## config.mk

```make
export PLATFORM = sky130hd
export DESIGN_NAME = irq_hart_ctrl
export DESIGN_NICKNAME = d
export VERILOG_FILES = /design/src/rtl/irq_pkg.sv /design/src/rtl/irq_hart_ctrl.sv
export SDC_FILE = /design/constraint.sdc
export NUM_CORES = 1
export LEC_CHECK = 0
export CAP_MARGIN = 20
export CORE_ASPECT_RATIO = 1.5
export CORE_MARGIN = 2
export CORE_UTILIZATION = 35
export CTS_CLUSTER_DIAMETER = 120
export DETAILED_ROUTE_END_ITERATION = 12
export PLACE_DENSITY = 0.76
export SYNTH_ARGS = -nofsm -noshare
export SYNTH_HDL_FRONTEND = slang
export SYNTH_SLANG_ARGS = --single-unit
```

## constraint.sdc

```tcl
create_clock -name clk_i -period 1.8 [get_ports clk_i]
set_input_delay 0.54 -clock clk_i [delete_from_list [all_inputs] [get_ports clk_i]]
set_output_delay 0.54 -clock clk_i [all_outputs]
set_load 0.005 [all_outputs]
```

## src/rtl/irq_pkg.sv

```systemverilog
// Shared types and constants for the hart-side interrupt controller.
package irq_pkg;

    // Controller sequence: arbitrate, request trap, run handler, notify PLIC.
    typedef enum logic [1:0] {
        StIdle,
        StReq,
        StHandler,
        StComplete
    } irq_state_e;

    // Interrupt class latched when the request is raised.
    typedef enum logic [1:0] {
        ClsNone,
        ClsExt,
        ClsSw,
        ClsTmr
    } irq_class_e;

    // Machine interrupt exception codes.
    localparam logic [4:0] MEI_CODE = 5'd11;
    localparam logic [4:0] MSI_CODE = 5'd3;
    localparam logic [4:0] MTI_CODE = 5'd7;

    // Widest supported XLEN; callers truncate the result to their own XLEN.
    localparam int unsigned MAX_XLEN = 64;

    // Build an interrupt mcause value: bit xlen-1 set, code in the low bits.
    function automatic logic [MAX_XLEN-1:0] irq_mcause(input logic [4:0]  code,
                                                       input int unsigned xlen);
        logic [MAX_XLEN-1:0] c;
        c = {{(MAX_XLEN-5){1'b0}}, code};
        c = c | ({{(MAX_XLEN-1){1'b0}}, 1'b1} << (xlen - 1));
        return c;
    endfunction

endpackage

```

## src/rtl/irq_hart_ctrl.sv

```systemverilog
// Hart-side interrupt controller: arbitrates machine interrupts, holds the trap
// request, captures the PLIC claim ID and strobes completion after MRET.
module irq_hart_ctrl
    import irq_pkg::*;
#(
    parameter int unsigned SRC_ID_WIDTH = 5,
    parameter int unsigned XLEN         = 32
) (
    input  logic                    clk_i,
    input  logic                    rst_ni,
    input  logic                    ext_irq_i,
    input  logic [SRC_ID_WIDTH-1:0] claim_id_i,
    input  logic                    timer_irq_i,
    input  logic                    soft_irq_i,
    input  logic                    mstatus_mie_i,
    input  logic [2:0]              mie_i,
    input  logic                    trap_ack_i,
    input  logic                    mret_i,
    output logic                    trap_req_o,
    output logic [XLEN-1:0]         trap_cause_o,
    output logic [SRC_ID_WIDTH-1:0] claim_id_o,
    output logic                    complete_o,
    output logic                    busy_o
);

    irq_state_e              state_q, state_d;
    irq_class_e              cls_q, cls_d;
    logic [XLEN-1:0]         cause_q, cause_d;
    logic [SRC_ID_WIDTH-1:0] claim_q, claim_d;
    logic                    req_q, complete_q, busy_q;

    logic       ext_elig, sw_elig, tmr_elig;
    irq_class_e win_cls;
    logic [4:0] win_code;

    assign ext_elig = mstatus_mie_i & ext_irq_i   & mie_i[2];
    assign tmr_elig = mstatus_mie_i & timer_irq_i & mie_i[1];
    assign sw_elig  = mstatus_mie_i & soft_irq_i  & mie_i[0];

    // Fixed-priority pick: EXT > SW > TMR.
    always_comb begin
        win_cls  = ClsNone;
        win_code = '0;
        if (ext_elig) begin
            win_cls  = ClsExt;
            win_code = MEI_CODE;
        end else if (sw_elig) begin
            win_cls  = ClsSw;
            win_code = MSI_CODE;
        end else if (tmr_elig) begin
            win_cls  = ClsTmr;
            win_code = MTI_CODE;
        end
    end

    // Next-state logic; arbitration only happens in StIdle, so an in-flight
    // request is never withdrawn or re-arbitrated.
    always_comb begin
        state_d = state_q;
        cls_d   = cls_q;
        cause_d = cause_q;
        claim_d = claim_q;
        unique case (state_q)
            StIdle: begin
                if (win_cls != ClsNone) begin
                    state_d = StReq;
                    cls_d   = win_cls;
                    cause_d = XLEN'(irq_mcause(win_code, XLEN));
                end
            end
            StReq: begin
                if (trap_ack_i) begin
                    state_d = StHandler;
                    if (cls_q == ClsExt) begin
                        claim_d = claim_id_i;
                    end
                end
            end
            StHandler: begin
                if (mret_i) begin
                    if (cls_q == ClsExt) begin
                        state_d = StComplete;
                    end else begin
                        state_d = StIdle;
                        cls_d   = ClsNone;
                    end
                end
            end
            StComplete: begin
                state_d = StIdle;
                cls_d   = ClsNone;
            end
            default: begin
                state_d = StIdle;
                cls_d   = ClsNone;
            end
        endcase
    end

    // State and registered outputs; outputs are derived from the next state so
    // they line up with the state they describe.
    always_ff @(posedge clk_i or negedge rst_ni) begin
        if (!rst_ni) begin
            state_q    <= StIdle;
            cls_q      <= ClsNone;
            cause_q    <= '0;
            claim_q    <= '0;
            req_q      <= 1'b0;
            complete_q <= 1'b0;
            busy_q     <= 1'b0;
        end else begin
            state_q    <= state_d;
            cls_q      <= cls_d;
            cause_q    <= cause_d;
            claim_q    <= claim_d;
            req_q      <= (state_d == StReq);
            complete_q <= (state_d == StComplete);
            busy_q     <= (state_d != StIdle);
        end
    end

    assign trap_req_o   = req_q;
    assign trap_cause_o = cause_q;
    assign claim_id_o   = claim_q;
    assign complete_o   = complete_q;
    assign busy_o       = busy_q;

endmodule

```

==> results <==
- Summed over all layers, the global routing overflow is 0.
- Together, buffers and inverters on the worst path number 1.
- The finished layout holds 173 standard cells, fillers aside.
- Compared with the post-synthesis result, the final layout area differs by 35.8%.
- The total via count in the routed design is 735.
- In this run the static leakage power is about 0.67 nW.
- The via count of the first global-routing pass is 742.
- The total number of clock tree sinks is 16.
- Yosys attributes the largest share of cell area to sky130_fd_sc_hd__dfrtp_1 (39%), sky130_fd_sc_hd__buf_4 (20%), sky130_fd_sc_hd__mux2_2 (8.7%), sky130_fd_sc_hd__ha_1 (6.1%), sky130_fd_sc_hd__a2111oi_4 (2.7%).
- TritonCTS built the clock tree.
- The number of different library cells used by synthesis comes to 29.
- The cell total after placement is 169.
- Setup violations remaining at the end of the flow were counted as 0.
- The power density relative to cell area is 1210 nW/um2.
- Of the total power, the share spent switching nets is 32.4%.
- Clock latency on the worst-skew pair, taken at its later pin, is approximately 0.24 ns.
- After synthesis, the share of flip-flops with an asynchronous set or reset is 100%.
- The count of pins on the block boundary is 56.
- The cell internal power dissipation is 1.15 mW.
- In the routed design, unresolved DRC markers number 0.
- In this design, the stage delay of the slowest critical-path cell is 0.44 ns.
- The global-route wire length before repair is 3190 um.
- The synthesis warning total is 0.
- The floorplan has 24 rows.
- The cell family contributing the most delay on the critical path is simple AND/OR/NAND/NOR gates.
- The critical path in this run is classified as primary input to register.
- The count of routing violations after the opening detailed-route iteration is 10.
- The power after layout is 1.69 mW.
- The die is ~48 um wide.
- sky130_fd_sc_hd__dfrtp_1 takes more of the synthesized area than any other cell.
- The setup slack after layout is 0.0479 ns.
- The met2 track demand over resource in global routing is around 25%.
- Walking the worst path, the cells encountered are clkdlybuf4s50_1 -> and4b_4 -> a2111oi_4 -> a311oi_2 -> or2_1.
- The post-route antenna net violation count is 0.
- The area fraction of the dominant cell type after synthesis is between 30 and 40%.
- In this run, CTS created clock tree buffers numbering 3.
- For met3 alone, demand over resource in global routing was less than 1%.
- Summing the areas of all xor and xnor instances in the mapped netlist gives 0% of the synthesized area.
- The primary flip-flop cell chosen by synthesis mapping is sky130_fd_sc_hd__dfrtp_1.
- Of the total power, combinational logic draws 49.7%.
- The total track usage is 11.7%.
- The clock network accounts for 18.1% of the total power.
- The filler cell count is ~250.
- Yosys mapped a number of flops with a built-in enable equal to 0.
- The share of the cycle needed by the critical path after routing is a little over nine tenths.
- The required time at the endpoint of the critical path is about 1.9 ns.
- The run finished with clean final reports.
- The first-pass iteration count of the detailed router is 3.
- The number of buffers added for setup after CTS is 0.
- The congestion estimate from routability-driven global placement came to 0.891.
- Setup repair after global routing could not meet its margin everywhere.
- Cells fill 49.1% of the core in the end.
- After detailed routing, the average wire length per cell comes to approximately 11 um.
- Across the run, the number of max-cap violations was 0.
- The commonest cells after synthesis are sky130_fd_sc_hd__buf_4 (28), sky130_fd_sc_hd__dfrtp_1 (16), sky130_fd_sc_hd__mux2_2 (8).
- At the worst endpoint, the arrival time is 1.88 ns.
- The launching element type of the critical path is a primary input.
- The relative contribution of sequential cells to total power is 32.2%.
- The maximum clock path buffer count is 2.
- The gate count of the mapped netlist is 97.
- With fillers left out, the area of the finished cells amounts to 1400 um2.
- VDD sags by at most 0.612 mV.
- After detailed routing, the number of vias per cell comes to 4.25.
- The tightest hold margin is 0.500 ns.
- Across the routed clock network, the largest skew measured is between 0.005 and 0.006 ns.
- On the critical path, the stage with the largest delay is an instance of sky130_fd_sc_hd__clkdlybuf4s50_1.
- The number of buffers inserted by port buffering is 28.
- Detailed placement ended at an HPWL of 1590 um.
- OpenSTA, run right after detailed placement, puts the worst setup slack at -0.309 ns.
- The final max-slew violation count was 0.
- The worst setup path is captured at a register.
- The area share of and/or/nand/nor cells after synthesis is approximately 12%.
- Of the total synthesized cell area, the portion taken by full adders, half adders and majority gates is 6.07%.
- The share of synthesized area occupied by flip-flops and latches is 38.8%.
- Clock-pin slew was measured on the worst setup and hold paths at 0.06 ns.
- The number of hold violations in the final report came to 0.
- The initial antenna violation count is 0.
- The net switching power is 0.548 mW.
- The cell area after placement is 1300 um2.
- The number of levels the H-tree was split into is 1.
- Multiplexer cells account for 8.74% of the synthesized area.
- Measured along the y axis, the die boundary spans ~70 um.
- Static timing analysis puts the maximum clock frequency at 571 MHz.
- The core region is between 2000 and 3000 um2.
- The path class of the lowest-slack min-delay path is register to register.
- The initial standard-cell utilization of the core is 36.1%.
- The final-stage net count is 156.
- After synthesis, the largest family of logic cells by area is buffers and inverters.
- The worst path in the final design needs a cycle of 1.75 ns, including I/O delays and setup.
- After synthesis, the mean cell area works out to 10.6 um2.
- Summing the areas of all compound-gate instances in the mapped netlist gives a little under an eighth of the synthesized area.
- The flop and latch count out of synthesis is 16.
- The share of cells above drive strength 1 is a little under a quarter.
- The area enclosed by the die boundary is about 3400 um2.
- After global routing, the most crowded layer is met2.
- The highest net fanout along the worst path is 3.
- The number of diodes added for antenna fixing is 0.
- For met1 alone, demand over resource in global routing was 11.6%.
- The tree is rooted in a sky130_fd_sc_hd__clkbuf_8.
- Adding up every negative setup slack in the final design gives 0 ns.
- The cell with the most instances after synthesis is sky130_fd_sc_hd__buf_4.
- The aggregate routed wire length is 1910 um.
- The largest net degree at the start of global routing is 17.
- The post-synth design cell area is 1030 um2.
-- power by group through the flow --
stage	Clock, mW	Combinational (mW)	Sequential (mW)
detailed placement	0	0.790	0.548
CTS	0.315	0.792	0.545
global placement	0	0.767	0.546
global route	0.329	0.932	0.562
floorplan	0	0.501	0.554
finish	0.307	0.842	0.545
-- repair_timing --
| item | 4_1_cts | 5_1_grt |
|---|---|---|
| resized for setup | 2 | 11 |
| pin swaps | 0 | 3 |
| setup endpoints to repair | 2 | 5 |
| hold buffers | 0 | 0 |
-- registers in the layout, indices dropped and copies added (netlist names) --
name and cells:
complete_o 1, state_q 2, trap_cause_o 4, trap_req_o 1
claim_id_o 5, busy_o 1, cls_q 2
-- routing by layer --
layer | share of wire [%] | vias to the layer above
met5 | 0 | -
met4 | 0.73 | 0
met3 | 4.8 | 2
met2 | 60 | 32
met1 | 34 | 350
li1 | - | 351
-- area by class of cell --
cell class                      instances  area, um2  area share (%)
Inverter                                5       18.8            1.34
Clock buffer                            4       55.1            3.93
Multi-Input combinational cell         74        534            38.2
Tap cell                               39       48.8            3.49
Timing Repair Buffer                   35        343            24.5
Sequential cell                        16        400            28.6
-- worst paths after layout --
kind                          startpoint            end  slack (ns)  depth (start not counted)
hold reg to reg            claim_id_o[3]  claim_id_o[3]        0.50                          1
setup reg to reg              state_q[0]         busy_o        0.09                          6
hold / removal             claim_id_o[3]  claim_id_o[3]        0.50                          1
setup / recovery                  mret_i         busy_o        0.05                          5
min in group asynchronous         rst_ni  claim_id_o[2]        0.62                          2
max in group asynchronous         rst_ni       cls_q[1]        1.00                          2
-- cell usage in the layout, fill, tap and decap left out, types with 2 or more instances in the layout --
cell type	Yosys	final
sky130_fd_sc_hd__mux2_2	8	8
sky130_fd_sc_hd__nand2_1	4	4
sky130_fd_sc_hd__clkbuf_8	0	4
sky130_fd_sc_hd__nor2b_1	2	2
sky130_fd_sc_hd__and2b_2	2	2
sky130_fd_sc_hd__inv_1	5	5
sky130_fd_sc_hd__nand2b_1	3	3
sky130_fd_sc_hd__conb_1	1	27
sky130_fd_sc_hd__dlymetal6s2s_1	0	4
sky130_fd_sc_hd__clkdlybuf4s50_1	0	24
sky130_fd_sc_hd__buf_4	28	7
sky130_fd_sc_hd__o21ai_0	4	3
sky130_fd_sc_hd__nand3_1	2	2
sky130_fd_sc_hd__ha_1	5	4
sky130_fd_sc_hd__dfrtp_1	16	16
sky130_fd_sc_hd__o21ai_2	0	2
-- cell families (layout without fill, tap and decap cells) --
logic type | after synthesis | after routing
flops | 16 | 16
fa+ha+maj | 5 | 5
simple gates | 20 | 20
mux | 8 | 8
compound gates | 14 | 14
buf+inv | 33 | 44
other cells | 1 | 27
No activity file was read; power rests on OpenSTA's default activity.
==> edit: new RTL, same settings <==
Re-encode `irq_state_e` (4 states) as Gray code, 2 bits wide.
--- a/src/rtl/irq_pkg.sv
+++ b/src/rtl/irq_pkg.sv
@@ -3,10 +3,10 @@
 
     // Controller sequence: arbitrate, request trap, run handler, notify PLIC.
     typedef enum logic [1:0] {
-        StIdle,
-        StReq,
-        StHandler,
-        StComplete
+        StIdle     = 2'b00,
+        StReq      = 2'b01,
+        StHandler  = 2'b11,
+        StComplete = 2'b10
     } irq_state_e;
 
     // Interrupt class latched when the request is raised.
Formal check against the unedited RTL: no difference found for any inputs over 10 cycles, from zero or initial values and one cycle with rst_ni low; not proved beyond that.
==> edit against the unedited design <==
Utilization down 2.1 points. Combinational power is 30% lower. Clock skew decreased by 4.2 ps. Sequential cell count unchanged. Register-to-register slack better by 280 ps. Area after synthesis shrank 13%. Wire length shrank 17%. Final area decreased by 18%. Global-route usage shrank 0.11 points. Total power down 18%. Worst setup slack improved by 48 ps. Maximum frequency is 2.8% higher. Largest cell class is now sequential cells.
==> edit: results (changes against the unedited design) <==
metric	value	unit	change
crit_family	buffers and inverters		
arrival	1160	ps	-720 ps
finClkSkew	1.74	ps	-4.25 ps
drt-pass1-iter-count	4		+1
startpoint	trap_cause_o[2]		
worstSkewPairLatency	270	ps	+30 ps
total_leakage_power	0.538	nW	-19%
reg2reg_depth	3		-3
netSwitchingFraction	31.8	%	-0.60 points
grt_pass1_wl	2530	um	-21%
hpwl	1330	um	-16%
track_usage	11.6	%	-0.11 points
cts.clk_slew.worst_paths	80	ps	+20 ps
worst_hold_slack	476	ps	-23.8 ps
r2r_slack	370	ps	+280 ps
comb_power_share	42.2	%	-7.5 points
min_period_over_period	94.7	%	-2.7 points
worstHoldStart	trap_cause_o[31]		
dp_cells	143		-15%
p_total	0.00139	W	-18%
final_cells	146		-16%
status	finished, final reports clean		
p_clk_share	12.7	%	-5.4 points
worst_path_largest_cell_delay	510	ps	+70 ps
cts_root_buffer	clkbuf_4		
synth.distinct_cells	24		-17%
synthTopCellsByCount	buf_4, dfrtp_1, nand2_1		
edit: per-layer routing:
layer / part of all wire [%] / GRT usage [%]
met1: 35 / 12.6
met2: 56 / 20.4
met3: 7.7 / 0.820
met4: 1.3 / 7.72
met5: 0 / 0
edit: final cells by class:
type	count	area, um^2	area share (%)
Sequential cell	16	400	34.8
Tap cell	24	30.0	2.61
Inverter	3	11.3	0.978
Multi-Input combinational cell	68	377	32.7
Clock buffer	3	22.5	1.96
Timing Repair Buffer	32	310	27.0
edit: kinds of logic after synthesis:
kind of cell | after synthesis | share of synthesized area [%]
other | 1 | 0.416
buffers and inverters | 31 | 24.6
AOI/OAI and AO/OA | 14 | 10.6
muxes | 5 | 6.25
DFF | 16 | 44.4
and+or+nand+nor | 22 | 13.8
